[src/rtl/calc_keypad_pkg.sv]
// Shared constants and the on-screen keypad layout for the calculator front end.
package calc_keypad_pkg;

  localparam int ROWS = 4;
  localparam int COLS = 6;

  localparam logic [1:0] RST_ROW = 2'd3;
  localparam logic [2:0] RST_COL = 3'd1;

  localparam logic [4:0] KEY_ADD  = 5'h10;
  localparam logic [4:0] KEY_SUB  = 5'h11;
  localparam logic [4:0] KEY_MUL  = 5'h12;
  localparam logic [4:0] KEY_DIV  = 5'h13;
  localparam logic [4:0] KEY_SQRT = 5'h14;
  localparam logic [4:0] KEY_EQ   = 5'h15;
  localparam logic [4:0] KEY_CLR  = 5'h16;
  localparam logic [4:0] KEY_BKSP = 5'h17;

  // One action per cycle, chosen from the button press pulses.
  typedef enum logic [2:0] {
    ACT_NONE,
    ACT_SEL,
    ACT_UP,
    ACT_DOWN,
    ACT_LEFT,
    ACT_RIGHT
  } action_t;

  // Map a cursor position to the key code printed on that cell.
  function automatic logic [4:0] key_at(input logic [1:0] row, input logic [2:0] col);
    logic [4:0] code;
    code = 5'h00;
    case (row)
      2'd0: case (col)
        3'd0: code = 5'h0C;
        3'd1: code = 5'h0D;
        3'd2: code = 5'h0E;
        3'd3: code = 5'h0F;
        3'd4: code = KEY_SQRT;
        3'd5: code = KEY_CLR;
        default: code = 5'h00;
      endcase
      2'd1: case (col)
        3'd0: code = 5'h04;
        3'd1: code = 5'h05;
        3'd2: code = 5'h06;
        3'd3: code = KEY_ADD;
        3'd4: code = KEY_DIV;
        3'd5: code = KEY_MUL;
        default: code = 5'h00;
      endcase
      2'd2: case (col)
        3'd0: code = 5'h07;
        3'd1: code = 5'h08;
        3'd2: code = 5'h09;
        3'd3: code = 5'h0A;
        3'd4: code = 5'h0B;
        3'd5: code = KEY_EQ;
        default: code = 5'h00;
      endcase
      default: case (col)
        3'd0: code = 5'h00;
        3'd1: code = 5'h01;
        3'd2: code = 5'h02;
        3'd3: code = 5'h03;
        3'd4: code = KEY_SUB;
        3'd5: code = KEY_BKSP;
        default: code = 5'h00;
      endcase
    endcase
    return code;
  endfunction

endpackage

[src/rtl/calc_keypad_nav_btn_debounce.sv]
// Single push-button conditioner: 2-flop synchronizer, stability counter,
// debounced level and a one-cycle press pulse on each accepted 0->1 change.
module btn_debounce #(
  parameter int DEBOUNCE_CYCLES = 250000
) (
  input  logic clk,
  input  logic rst,
  input  logic raw,
  output logic press
);

  localparam int CW = $clog2(DEBOUNCE_CYCLES + 1);

  logic          sync1;
  logic          sync2;
  logic          level;
  logic [CW-1:0] cnt;

  // Synchronize, count disagreement cycles, flip the level once the count has been reached.
  always_ff @(posedge clk) begin
    if (rst) begin
      sync1 <= 1'b0;
      sync2 <= 1'b0;
      level <= 1'b0;
      cnt   <= '0;
      press <= 1'b0;
    end else begin
      sync1 <= raw;
      sync2 <= sync1;
      press <= 1'b0;
      if (sync2 != level) begin
        if (cnt == CW'(DEBOUNCE_CYCLES)) begin
          level <= sync2;
          cnt   <= '0;
          press <= sync2;
        end else begin
          cnt <= cnt + 1'b1;
        end
      end else begin
        cnt <= '0;
      end
    end
  end

endmodule

[src/rtl/calc_keypad_nav.sv]
// Calculator keypad front end: debounces five buttons, moves a cursor over the
// 4x6 on-screen keypad and hands the selected key to the core via valid/ready.
module calc_keypad_nav
  import calc_keypad_pkg::*;
#(
  parameter int DEBOUNCE_CYCLES = 250000
) (
  input  logic       CLK,
  input  logic       RST,
  input  logic       BM,
  input  logic       BA,
  input  logic       BB,
  input  logic       BD,
  input  logic       BI,
  input  logic       key_ready,
  output logic       key_valid,
  output logic [4:0] key_code,
  output logic [1:0] cur_row,
  output logic [2:0] cur_col
);

  logic    press_m;
  logic    press_a;
  logic    press_b;
  logic    press_d;
  logic    press_i;
  action_t action;

  btn_debounce #(.DEBOUNCE_CYCLES(DEBOUNCE_CYCLES)) u_db_m (.clk(CLK), .rst(RST), .raw(BM), .press(press_m));
  btn_debounce #(.DEBOUNCE_CYCLES(DEBOUNCE_CYCLES)) u_db_a (.clk(CLK), .rst(RST), .raw(BA), .press(press_a));
  btn_debounce #(.DEBOUNCE_CYCLES(DEBOUNCE_CYCLES)) u_db_b (.clk(CLK), .rst(RST), .raw(BB), .press(press_b));
  btn_debounce #(.DEBOUNCE_CYCLES(DEBOUNCE_CYCLES)) u_db_d (.clk(CLK), .rst(RST), .raw(BD), .press(press_d));
  btn_debounce #(.DEBOUNCE_CYCLES(DEBOUNCE_CYCLES)) u_db_i (.clk(CLK), .rst(RST), .raw(BI), .press(press_i));

  // Pick the single highest-priority press; the rest of this cycle's presses are discarded.
  always_comb begin
    action = ACT_NONE;
    if (press_m)      action = ACT_SEL;
    else if (press_a) action = ACT_UP;
    else if (press_b) action = ACT_DOWN;
    else if (press_i) action = ACT_LEFT;
    else if (press_d) action = ACT_RIGHT;
  end

  // Cursor moves one cell per action and saturates at the grid edges.
  always_ff @(posedge CLK) begin
    if (RST) begin
      cur_row <= RST_ROW;
      cur_col <= RST_COL;
    end else begin
      case (action)
        ACT_UP:    if (cur_row != 2'd0)           cur_row <= cur_row - 2'd1;
        ACT_DOWN:  if (cur_row != 2'(ROWS - 1))   cur_row <= cur_row + 2'd1;
        ACT_LEFT:  if (cur_col != 3'd0)           cur_col <= cur_col - 3'd1;
        ACT_RIGHT: if (cur_col != 3'(COLS - 1))   cur_col <= cur_col + 3'd1;
        default: ;
      endcase
    end
  end

  // Key output register: consume on handshake, load on select only when empty.
  always_ff @(posedge CLK) begin
    if (RST) begin
      key_valid <= 1'b0;
      key_code  <= 5'h00;
    end else if (key_valid && key_ready) begin
      key_valid <= 1'b0;
    end else if (action == ACT_SEL && !key_valid) begin
      key_valid <= 1'b1;
      key_code  <= key_at(cur_row, cur_col);
    end
  end

endmodule

[config.mk]
export PLATFORM = sky130hd
export DESIGN_NAME = calc_keypad_nav
export DESIGN_NICKNAME = d
export VERILOG_FILES = /design/src/rtl/calc_keypad_pkg.sv /design/src/rtl/calc_keypad_nav_btn_debounce.sv /design/src/rtl/calc_keypad_nav.sv
export SDC_FILE = /design/constraint.sdc
export NUM_CORES = 1
export LEC_CHECK = 0
export CAP_MARGIN = 15
export CORE_MARGIN = 2
export CORE_UTILIZATION = 60
export DETAILED_ROUTE_END_ITERATION = 10
export PLACE_DENSITY_LB_ADDON = 0.3
export SLEW_MARGIN = 20
export SYNTH_ARGS = -nofsm -noshare
export SYNTH_HDL_FRONTEND = slang
export SYNTH_SLANG_ARGS = --single-unit
[constraint.sdc]
create_clock -name CLK -period 4.3 [get_ports CLK]
set_input_delay 0.645 -clock CLK [delete_from_list [all_inputs] [get_ports CLK]]
set_output_delay 0.645 -clock CLK [all_outputs]
set_load 0.03 [all_outputs]
Word-level counts from Yosys, hierarchy flattened:

Cells that the tools add are included.
Widths: inputs -> output; s select.

* logic and storage cells: 121
* input bits: 8
* output and inout port bits: 11
* bits in registers: 121

* reductions and logical operators: 28
* add/sub/neg operators: 9
* muxes and demuxes: 16
* equality and inequality tests: 28
* bitwise logic cells: 11

Operators by type and width (number)
* $add 18x1->18 const B: 5
* $eq 18x18->1 const B: 5
* $pmux 5 s6: 3
* $reduce_or 3->1: 10
* $pmux 5 s5: 1
* $mux 3: 7
* $pmux 5 s3: 1
* $eq 3x2->1 const B: 4
* $eq 3x3->1 const B: 4
* $reduce_and 2->1: 6
* $not 1->1: 11
* $ne 2x2->1 const B: 5
* $eq 3x1->1 const B: 2
* $pmux 3 s2: 1
* $reduce_and 3->1: 2
* $reduce_bool 2->1: 3
* $ne 1x1->1: 5
* $mux 2: 2
* $pmux 2 s2: 1
* $add 3x1->3 const B: 1
* $logic_not 3->1: 1
* $ne 3x3->1 const B: 1
* $reduce_bool 3->1: 1
* $sub 3x1->3 const B: 1
* other kinds (8): 9

Logic depth before layout (Yosys ltp):

Gate-level depths: netlist of run 1.

* depth after elaboration: 8
* mapped depth: 7
* gate-level depth less buffers: 6

Cells and area by module:

From an unflattened synthesis of run 1, not the netlist that was laid out.

* cells, all modules: 688
* area total of the unflattened synthesis: 5849.4 sq um

By module, submodules not included
* btn_debounce: area each 984.7 sq um, cells each 114, sequential area each 440.4 sq um, times used 5
* calc_keypad_nav: area each 925.9 sq um, cells each 118, sequential area each 220.2 sq um, times used 1

Least setup slack after synthesis of run 1:

OpenSTA, ideal clock, no wires.

* path type: register to register
* from: reg cur_col[0]
* to: reg cur_col[2]
* period minus slack after synthesis: 1887 ps
* library setup time: 86 ps
* stages on the path, launching flop included: 8
* buffers on the path: 1
* setup slack: 2413 ps
* data arrival time: 1802 ps
* data required time: 4214 ps
* path through: dfxtp_1 -> inv_1 -> ha_1 -> clkbuf_1 -> inv_1 -> o31a_1 -> o221a_2 -> a211oi_1

* cells in the longest elaborated chain, start to end: 3
* elaborated cells between the ends (all ways): 10
* classes of those cells: add/sub (2); eq/ne (3); mux (3); reduce/logical (2)

RTL lines
* start: declaration: RTL line calc_keypad_nav.sv:19 `output logic [2:0] cur_col`
* start signal: assignment: RTL line calc_keypad_nav.sv:54 `ACT_LEFT: if (cur_col != 3'd0) cur_col <= cur_col - 3'd1;`
* start signal: assignment: RTL line calc_keypad_nav.sv:55 `ACT_RIGHT: if (cur_col != 3'(COLS - 1)) cur_col <= cur_col + 3'd1;`
* $add 3x1->3, or another cell as far along: RTL line calc_keypad_nav.sv:55
* $mux 3, or another cell as far along: RTL line calc_keypad_nav.sv:55
* $pmux 3 s2 or $reduce_and 3->1 (tied branches)

Parallel ways exist; a longest one is shown, timed or not. The select of a mux whose other input is x is not followed.
A chain may end at the register's enable or synchronous reset.

Final worst setup path of run 1:

* from: reg cur_col[2]
* to: out cur_col[2]

No word-level cell between the ends.

==> results of run 1 <==
-- cell usage in the layout, fill, tap and decap left out, types with 5 or more instances in the layout --
master	instances
xor2_1	21
nor3_1	19
nand2_1	31
nand2b_1	7
nor2_1	111
nor4_1	28
and3_1	12
a21oi_1	15
or3_1	7
clkbuf_16	16
nand3_1	39
nand4b_1	5
xnor2_1	62
clkdlybuf4s50_1	18
ha_1	21
and4_1	5
nor2b_1	14
nand4_1	25
o21ai_0	11
inv_1	31
nor4b_1	6
dfxtp_1	121
-- logic make-up after synthesis --
kind of cell / Yosys count / share of synthesized area [%]
simple gates: 331 / 30.3
mux: 5 / 0.886
flops: 121 / 41.8
fa+ha+maj: 21 / 4.54
compound gates: 56 / 6.46
xor+xnor: 83 / 12.6
buf+inv: 50 / 3.48
-- cell usage after synthesis, types with 3 or more instances --
| library cell | n | area (µm²) |
|---|---|---|
| nor2b_1 | 14 | 87.6 |
| nor4_1 | 28 | 175 |
| and4b_1 | 4 | 40.0 |
| and3_1 | 12 | 75.1 |
| mux2i_1 | 4 | 40.0 |
| inv_1 | 31 | 116 |
| nor2_1 | 111 | 417 |
| xor2_1 | 21 | 184 |
| ha_1 | 21 | 263 |
| o21ai_0 | 11 | 55.1 |
| dfxtp_1 | 121 | 2420 |
| a21oi_1 | 15 | 75.1 |
| nand3b_1 | 3 | 22.5 |
| clkbuf_1 | 13 | 48.8 |
| nor4b_1 | 6 | 52.6 |
| or3_1 | 7 | 43.8 |
| nand4b_1 | 5 | 43.8 |
| and4_1 | 5 | 43.8 |
| nand2b_1 | 7 | 43.8 |
| buf_4 | 3 | 22.5 |
| nand4_1 | 25 | 156 |
| or4_1 | 4 | 30.0 |
| nand3_1 | 39 | 195 |
| xnor2_1 | 62 | 543 |
| nor3_1 | 19 | 95.1 |
| nand2_1 | 31 | 116 |
| o21ai_1 | 3 | 15.0 |
-- power groups by stage --
stage | logic, µW | registers (µW) | clock network (µW)
floorplan | 19.0 | 1150 | 0
global placement | 29.1 | 1150 | 0
detailed placement | 30.1 | 1160 | 0
CTS | 30.7 | 1130 | 1320
global route | 33.8 | 1130 | 1380
finish | 30.8 | 1130 | 1300
-- sequential cells by signal (all words and copies together), names as in the netlist, 2 cells and up --
signal	cells
u_db_d.cnt	18
u_db_i.cnt	18
u_db_a.cnt	18
cur_col	3
key_code	5
u_db_b.cnt	18
u_db_m.cnt	18
cur_row	2
-- stage by stage --
stage	setup WS, ns	power (µW)	hold WS [ns]	instance area (µm²)	instances
6_report	1.72	2460	0.436	6610	828
5_1_grt	1.62	2540	0.464	6610	828
4_1_cts	1.71	2480	0.445	6600	828
3_5_place_dp	1.77	1190	0.432	6050	796
3_3_place_gp	1.85	1180	0.420	6050	796
2_1_floorplan	2.41	1170	0.414	5790	667
-- path summary, 6_finish.rpt --
| check | slack, ns | end | start |
|---|---|---|---|
| worst max-delay path | 1.72 | cur_col[2] | cur_col[2]$_SDFFE_PP0P_ |
| worst min-delay path | 0.44 | u_db_b.sync2$_SDFF_PP0_ | u_db_b.sync1$_SDFF_PP0_ |
| worst max register to register | 2.26 | u_db_a.cnt[0]$_SDFF_PP0_ | u_db_a.cnt[0]$_SDFF_PP0_ |
| worst min register to register | 0.44 | u_db_b.sync2$_SDFF_PP0_ | u_db_b.sync1$_SDFF_PP0_ |
-- metal layers --
metal,up-vias,track usage [%]
met5,-,0
met4,0,7.18
met3,15,6.70
met2,97,37.5
met1,2211,30.4
li1,2376,-
-- layout make-up --
cell class / count / area, µm²
inverter: 31 / 116
clock buffer: 21 / 449
multi-input combinational: 496 / 3180
clock inverter: 11 / 98.8
timing repair buffer: 19 / 188
sequential: 121 / 2420
fill: 707 / 2670
tap: 129 / 161
==> reports/results.ini, run 1 <==
[worst_setup_path]
cpMaxStageDelayCell = clkdlybuf4s50_1
start_kind = flop
crit_path_end_kind = primary output
cp_max_fo = 16
path_buf_inv = 1
path_depth = 1
reg2reg_depth = 6
path_delay_family = buffers and inverters
cp.arrival_ns = 1.93
path_class = reg -> out
cp_data_required_time_ns = 3.65
crit_chain = clkdlybuf4s50_1
slowest_delay_ns = 0.77

[placement]
dp_hpwl_um = 7630
portBuffers = 18
place_congestion = 0.812

[detailed_routing]
ant_nets = 0
vias = 4699
highest_layer = met4
met1_length_um = 5340
avgRoutedWirePerCell_um = 13.8
drtPass1Iterations = 4
viasPerCell = 5.68
first_iter_violations = 227
drc_errors = 0
routed_wl_um = 11400
wl_met3_um = 454
wl_met2_um = 5450

[global_routing]
antenna_found_initial = 0
grt_pass1_wl_um = 19600
gr-total-overflow = 0
grt_max_degree = 26
grt_usage_pct = 23.3
grt_pass1_vias = 4341

[power_and_ir_drop]
power_density_nw_per_um2 = 372
peakVddDrop_mv = 0.273
switching_share_pct = 21.3
p_seq_share_pct = 46.0
p_leak_uw = 0.00206
intPower_uw = 1930
netSwitchingPower_uw = 524
p_comb_share_pct = 1.3
clkPwrFrac_pct = 52.7

[timing]
period_minus_slack_ns = 2.58
fin_tns_setup_ns = 0
maxSlewHeadroom_pct = 53.0
max_slew.worst_pin.slew_ns = 0.706
hold_violations = 0
period_share_pct = 60.0
rsz0062_at_grt = no
drv_slew = 0
max_freq_mhz = 388
setup_violations = 0
skew_ns = 0.00674

[clock_network]
htree_levels = 4
cts_inserted_buffers = 17
cts_hold_buf = 0
cts.clk_slew.worst_paths_ns = 0.05
cts_resized = 0
clkSinkCount = 121
clockBufferDepth = 2
cts_root_buf = clkbuf_8
cts_setup_buffers = 0
clkLatencyLatePin_ns = 0.51
cts_tree = built

[yosys]
postSynthAreaPerCell_um2 = 8.68
synth_cell_types = 60
ys_ff_latch = 121
yosysSeqAreaShare_pct = 41.8
synth_edf_count = 0
ys.flop_type = dfxtp_1
syn_nets = 696
synth_area_um2 = 5790
synthArstFlopShare_pct = 0
synthCells = 667
yosysWarnings = 0

[finish]
layout.nets = 715
fin_util_pct = 71.2
antenna_cells = 0
area_growth_pct = 14.2
drive_gt1_share_pct = 6.72

[job]
timing.max_cap.violations = 0

[die]
core_area_um2 = 9280
initial_utilization_pct = 62.4
die_w_um = 102
dieHeight_um = 102
rows = 35
ioPinCount = 19
dieArea_um2 = 10500

[outcome]
status = complete, no violations

[min_path]
hold_path_class = reg -> reg
worstHoldPathCells = 1

(Power assumes the default switching activity.)
==> inputs of run 2 (changes only) <==
--- a/config.mk
+++ b/config.mk
@@ -7,7 +7,7 @@
 export LEC_CHECK = 0
 export CAP_MARGIN = 15
 export CORE_MARGIN = 2
-export CORE_UTILIZATION = 60
+export CORE_UTILIZATION = 55
 export DETAILED_ROUTE_END_ITERATION = 10
 export PLACE_DENSITY_LB_ADDON = 0.3
 export SLEW_MARGIN = 20
==> constraint.sdc (replaced) <==
create_clock -name CLK -period 2.23 [get_ports CLK]
set_input_delay 0.3345 -clock CLK [delete_from_list [all_inputs] [get_ports CLK]]
set_output_delay 0.3345 -clock CLK [all_outputs]
set_load 0.03 [all_outputs]
==> run 2 against run 1 <==
Combinational power is 110% higher. Largest power group unchanged. Final area is 1.8% higher. Power is 110% higher. Clock-buffer cell count is 2 lower. Register-to-register slack worse by 1.9 ns.
==> reports/results.ini, run 2 (synthesis gave the netlist of run 1 again) <==
[outcome]
status = complete, no violations

[finish]
layout.nets = 722
design_area_um2 = 6730
instances_no_fill = 841
area_growth_pct = 16.3
nFillCells = 829
drive_gt1_share_pct = 7.52
layout_common_cells = dfxtp_1, nor2_1, xnor2_1, nand3_1
mostFrequentLayoutCell = dfxtp_1
antenna_cells = 0

[detailed_routing]
vias = 4734
routed_wl_um = 11200
avgRoutedWirePerCell_um = 13.3
drc_errors = 0
first_iter_violations = 300
drtPass1Iterations = 7
ant_nets = 0
viasPerCell = 5.63

[timing]
max_slew.worst_pin.slew_ns = 0.552
period_minus_slack_ns = 2.08
skew_ns = 0.00486
period_share_pct = 93.1
setup_violations = 0
max_freq_mhz = 482
maxSlewHeadroom_pct = 63.1
rsz0062_at_grt = no
fin_tns_setup_ns = 0
hold_violations = 0
drv_slew = 0

[worst_setup_path]
r2r_slack_ns = 0.33
path_class = reg -> out
slowest_delay_ns = 0.73
crit_chain = clkdlybuf4s50_1
reg2reg_depth = 4
path_depth = 1
start_kind = flop
cp.arrival_ns = 1.74
cpMaxStageDelayCell = clkdlybuf4s50_1
r2r-end = u_db_m.cnt[17]$_SDFF_PP0_
cp_data_required_time_ns = 1.90
path_delay_family = buffers and inverters
crit_path_end_kind = primary output
cp_max_fo = 16
path_buf_inv = 1
r2r_start = u_db_m.cnt[4]$_SDFF_PP0_

[die]
die_w_um = 107
dieHeight_um = 107
initial_utilization_pct = 56.3
rows = 37
core_area_um2 = 10300
dieArea_um2 = 11400
ioPinCount = 19

[clock_network]
cts_setup_buffers = 0
clkLatencyLatePin_ns = 0.52
clockBufferDepth = 2
cts_tree = built
htree_levels = 4
clkSinkCount = 121
cts.clk_slew.worst_paths_ns = 0.06
cts_inserted_buffers = 17
cts_root_buf = clkbuf_8

[global_routing]
grt_usage_pct = 21.1
antenna_found_initial = 0
grt_pass1_wl_um = 19500
gr-total-overflow = 0
grt_pass1_vias = 4390
grt_max_degree = 18

[min_path]
min_delay_worst_endpoint = u_db_b.sync1$_SDFF_PP0_
hp-start = BB
hold_path_class = in -> reg
worstHoldPathCells = 2

[power_and_ir_drop]
p_total_uw = 5070
peakVddDrop_mv = 0.541
p_leak_uw = 0.00212
power_density_nw_per_um2 = 753

[placement]
dp_hpwl_um = 7650
portBuffers = 18
place_congestion = 0.826
placed_area_um2 = 6120
dpl.cell_count = 810

[job]
timing.max_cap.violations = 0

run 2: routing by layer:
| layer | vias to the layer above | routed length, µm | track usage, % |
|---|---|---|---|
| li1 | 2386 | - | - |
| met1 | 2243 | 5190 | 26.1 |
| met2 | 97 | 5500 | 34.3 |
| met3 | 8 | 419 | 6.57 |
| met4 | 0 | 111 | 8.35 |
| met5 | - | 0 | 0 |
run 2: per-stage QoR:
| step | hold slack, ns | utilization, % | setup WS (ns) |
|---|---|---|---|
| global placement | 0.423 | 59.5 | 0.365 |
| global route | 0.332 | 65.5 | 0.0842 |
| detailed placement | 0.430 | 59.5 | 0.296 |
| floorplan | 0.414 | - | 0.343 |
| CTS | 0.335 | 65.5 | 0.116 |
| finish | 0.363 | 65.5 | 0.154 |
run 2: how the worst max path moves through the flow:
stage	endpoint	slack (ns)	start
4_1_cts	cur_col[2]	0.12	cur_col[2]$_SDFFE_PP0P_
6_report	cur_col[2]	0.15	cur_col[2]$_SDFFE_PP0P_
3_3_place_gp	cur_col[2]$_SDFFE_PP0P_	0.37	cur_col[0]$_SDFFE_PP1P_
3_5_place_dp	u_db_m.cnt[11]$_SDFF_PP0_	0.30	RST
5_1_grt	cur_col[2]	0.08	cur_col[2]$_SDFFE_PP0P_
2_1_floorplan	cur_col[2]$_SDFFE_PP0P_	0.34	cur_col[0]$_SDFFE_PP1P_
run 2: timing repair:
action / CTS / global route
hold buffers: 0 / 0
gates resized for setup: 1 / 0
endpoints found under the setup margin: 1 / 0
run 2: power by group:
part	total (µW)	internal [µW]	switching [µW]
sequential	2180	2170	7.23
combinational	64.8	30.3	34.5
clock	2820	1860	962
run 2: worst reg2reg max path, stage by stage (launching register included):
cell     delay (ns)
dfxtp_1        0.47
nand4_2        0.29
or4_1          0.61
or3_1          0.34
a21oi_1        0.14
run 2: cell type report:
class	count	area (µm²)	area share, %
multi-input combinational	496	3170	47.0
sequential	121	2420	36.0
clock buffer	19	442	6.56
timing repair buffer	26	240	3.57
clock inverter	12	174	2.58
tap	136	170	2.53
inverter	31	116	1.73
==> inputs of run 3 (changes only) <==
--- a/config.mk
+++ b/config.mk
@@ -7,9 +7,10 @@
 export LEC_CHECK = 0
 export CAP_MARGIN = 15
 export CORE_MARGIN = 2
-export CORE_UTILIZATION = 55
+export CORE_UTILIZATION = 60
 export DETAILED_ROUTE_END_ITERATION = 10
 export PLACE_DENSITY_LB_ADDON = 0.3
+export REMOVE_ABC_BUFFERS = 1
 export SLEW_MARGIN = 20
 export SYNTH_ARGS = -nofsm -noshare
 export SYNTH_HDL_FRONTEND = slang
==> constraint.sdc (replaced) <==
create_clock -name CLK -period 2.7 [get_ports CLK]
set_input_delay 0.405 -clock CLK [delete_from_list [all_inputs] [get_ports CLK]]
set_output_delay 0.405 -clock CLK [all_outputs]
set_load 0.03 [all_outputs]
==> run 3 against run 2 <==
Flip-flop and latch count stayed put. Register-to-register slack better by 0.36 ns. Sequential share of layout area is 0.085 points lower. Sequential power is 17% lower. Clock-buffer cell count is 4 higher. Utilization is 7.1 points higher. Critical path depth stayed put. Wire length is 8.7% higher. Global-route usage is 4.4 points higher. Die area is 8.0% lower. Largest power group unchanged. Highest routed layer unchanged.
==> reports/results.ini, run 3 (synthesis gave the netlist of run 1 again) <==
[finish]
layout.nets = 720
instances_no_fill = 831
antenna_cells = 0
nFillCells = 706
drive_gt1_share_pct = 6.70
area_growth_pct = 16.5
layout_common_cells = dfxtp_1, nor2_1, xnor2_1, nand3_1
mostFrequentLayoutCell = dfxtp_1
fin_util_pct = 72.7

[detailed_routing]
first_iter_violations = 236
drc_errors = 0
routed_wl_um = 12200
viasPerCell = 5.77
drtPass1Iterations = 5
ant_nets = 0
vias = 4796
avgRoutedWirePerCell_um = 14.7

[timing]
max_freq_mhz = 449
setup_violations = 0
maxSlewHeadroom_pct = 56.5
max_slew.worst_pin.slew_ns = 0.652
period_minus_slack_ns = 2.22
fin_tns_setup_ns = 0
hold_violations = 0
rsz0062_at_grt = no
holdWs_ns = 0.428
skew_ns = 0.0130
period_share_pct = 82.4
drv_slew = 0

[worst_setup_path]
path_class = reg -> out
cp_max_fo = 11
r2r_slack_ns = 0.69
r2r_start = cur_col[0]$_SDFFE_PP1P_
slowest_delay_ns = 0.74
path_delay_family = buffers and inverters
start_kind = flop
crit_chain = clkdlybuf4s50_1
cpMaxStageDelayCell = clkdlybuf4s50_1
cp.arrival_ns = 1.82
cp_data_required_time_ns = 2.30
crit_path_end_kind = primary output
reg2reg_depth = 6
path_buf_inv = 1
r2r-end = cur_col[2]$_SDFFE_PP0P_

[clock_network]
cts_setup_buffers = 0
cts_hold_buf = 0
htree_levels = 4
cts_root_buf = clkbuf_8
clkSinkCount = 121
cts_tree = built
cts_inserted_buffers = 17
cts.clk_slew.worst_paths_ns = 0.06
cts_resized = 0
clockBufferDepth = 2
clkLatencyLatePin_ns = 0.53

[die]
ioPinCount = 19
dieHeight_um = 102
dieArea_um2 = 10500
initial_utilization_pct = 62.4
rows = 35
die_w_um = 102
core_area_um2 = 9280

[global_routing]
grt_usage_pct = 25.5
grt_max_degree = 26
antenna_found_initial = 0
grt_pass1_vias = 4671
gr-total-overflow = 0
grt_pass1_wl_um = 21100

[placement]
place_congestion = 0.905
dp_hpwl_um = 8140
dpl.cell_count = 801
portBuffers = 18

[power_and_ir_drop]
p_total_uw = 4320
p_leak_uw = 0.00214
power_density_nw_per_um2 = 640
peakVddDrop_mv = 0.610

[min_path]
min_delay_worst_endpoint = u_db_b.sync1$_SDFF_PP0_
worstHoldPathCells = 2
hp-start = BB
hold_path_class = in -> reg

[job]
timing.max_cap.violations = 0

[outcome]
status = complete, no violations

run 3: cell types whose count changed in the layout (fill, tap and decap cells not counted), moves of 2 or more:
cell / before / now
clkinvlp_4: 4 / 0
buf_4: 8 / 5
clkbuf_1: 0 / 2
clkbuf_8: 3 / 5
clkinv_2: 3 / 1
run 3: worst max-delay path by stage:
stage                              from                        end  slack, ns  depth (start not counted)
5_1_grt         cur_col[2]$_SDFFE_PP0P_                 cur_col[2]       0.44                          1
3_5_place_dp                        RST   u_db_m.cnt[4]$_SDFF_PP0_       0.63                          5
6_report        cur_col[2]$_SDFFE_PP0P_                 cur_col[2]       0.48                          1
2_1_floorplan  u_db_a.cnt[0]$_SDFF_PP0_  u_db_a.cnt[10]$_SDFF_PP0_       0.88                          6
3_3_place_gp                        RST   u_db_m.cnt[7]$_SDFF_PP0_       0.73                          5
4_1_cts         cur_col[2]$_SDFFE_PP0P_                 cur_col[2]       0.50                          1
run 3: per-layer routing:
metal,vias to the layer above,track usage [%],wire length [µm]
li1,2377,-,-
met1,2298,30.3,5410
met2,104,45.0,6100
met3,17,6.09,511
met4,0,8.92,163
met5,-,0,0
run 3: worst register-to-register path, delay by kind of cell, from the launching register on:
kind                       cells  cell delay (ns)
AOI/OAI and AO/OA              3             0.84
DFF                            1             0.37
adders and majority gates      1             0.37
buffers and inverters          2             0.35
run 3: metrics by stage:
step,worst slack [ns],cell area [µm²]
after global routing,0.441,6750
after global placement,0.728,6100
after detailed placement,0.634,6100
after CTS,0.497,6750
final,0.475,6750
after floorplan,0.884,5710
run 3: report_power, final:
part           leakage, µW  switching [µW]  internal, µW
Combinational     0.000849            28.4          24.9
Sequential        0.000977            6.04          1800
Clock             0.000314             781          1680
Total              0.00214             815          3500
run 3: cell type report:
class	instances	area [µm²]	area share [%]
timing repair buffer	24	238	3.52
clock buffer	23	477	7.07
tap	129	161	2.39
inverter	31	116	1.73
clock inverter	7	164	2.43
multi-input combinational	496	3170	46.9
sequential	121	2420	35.9
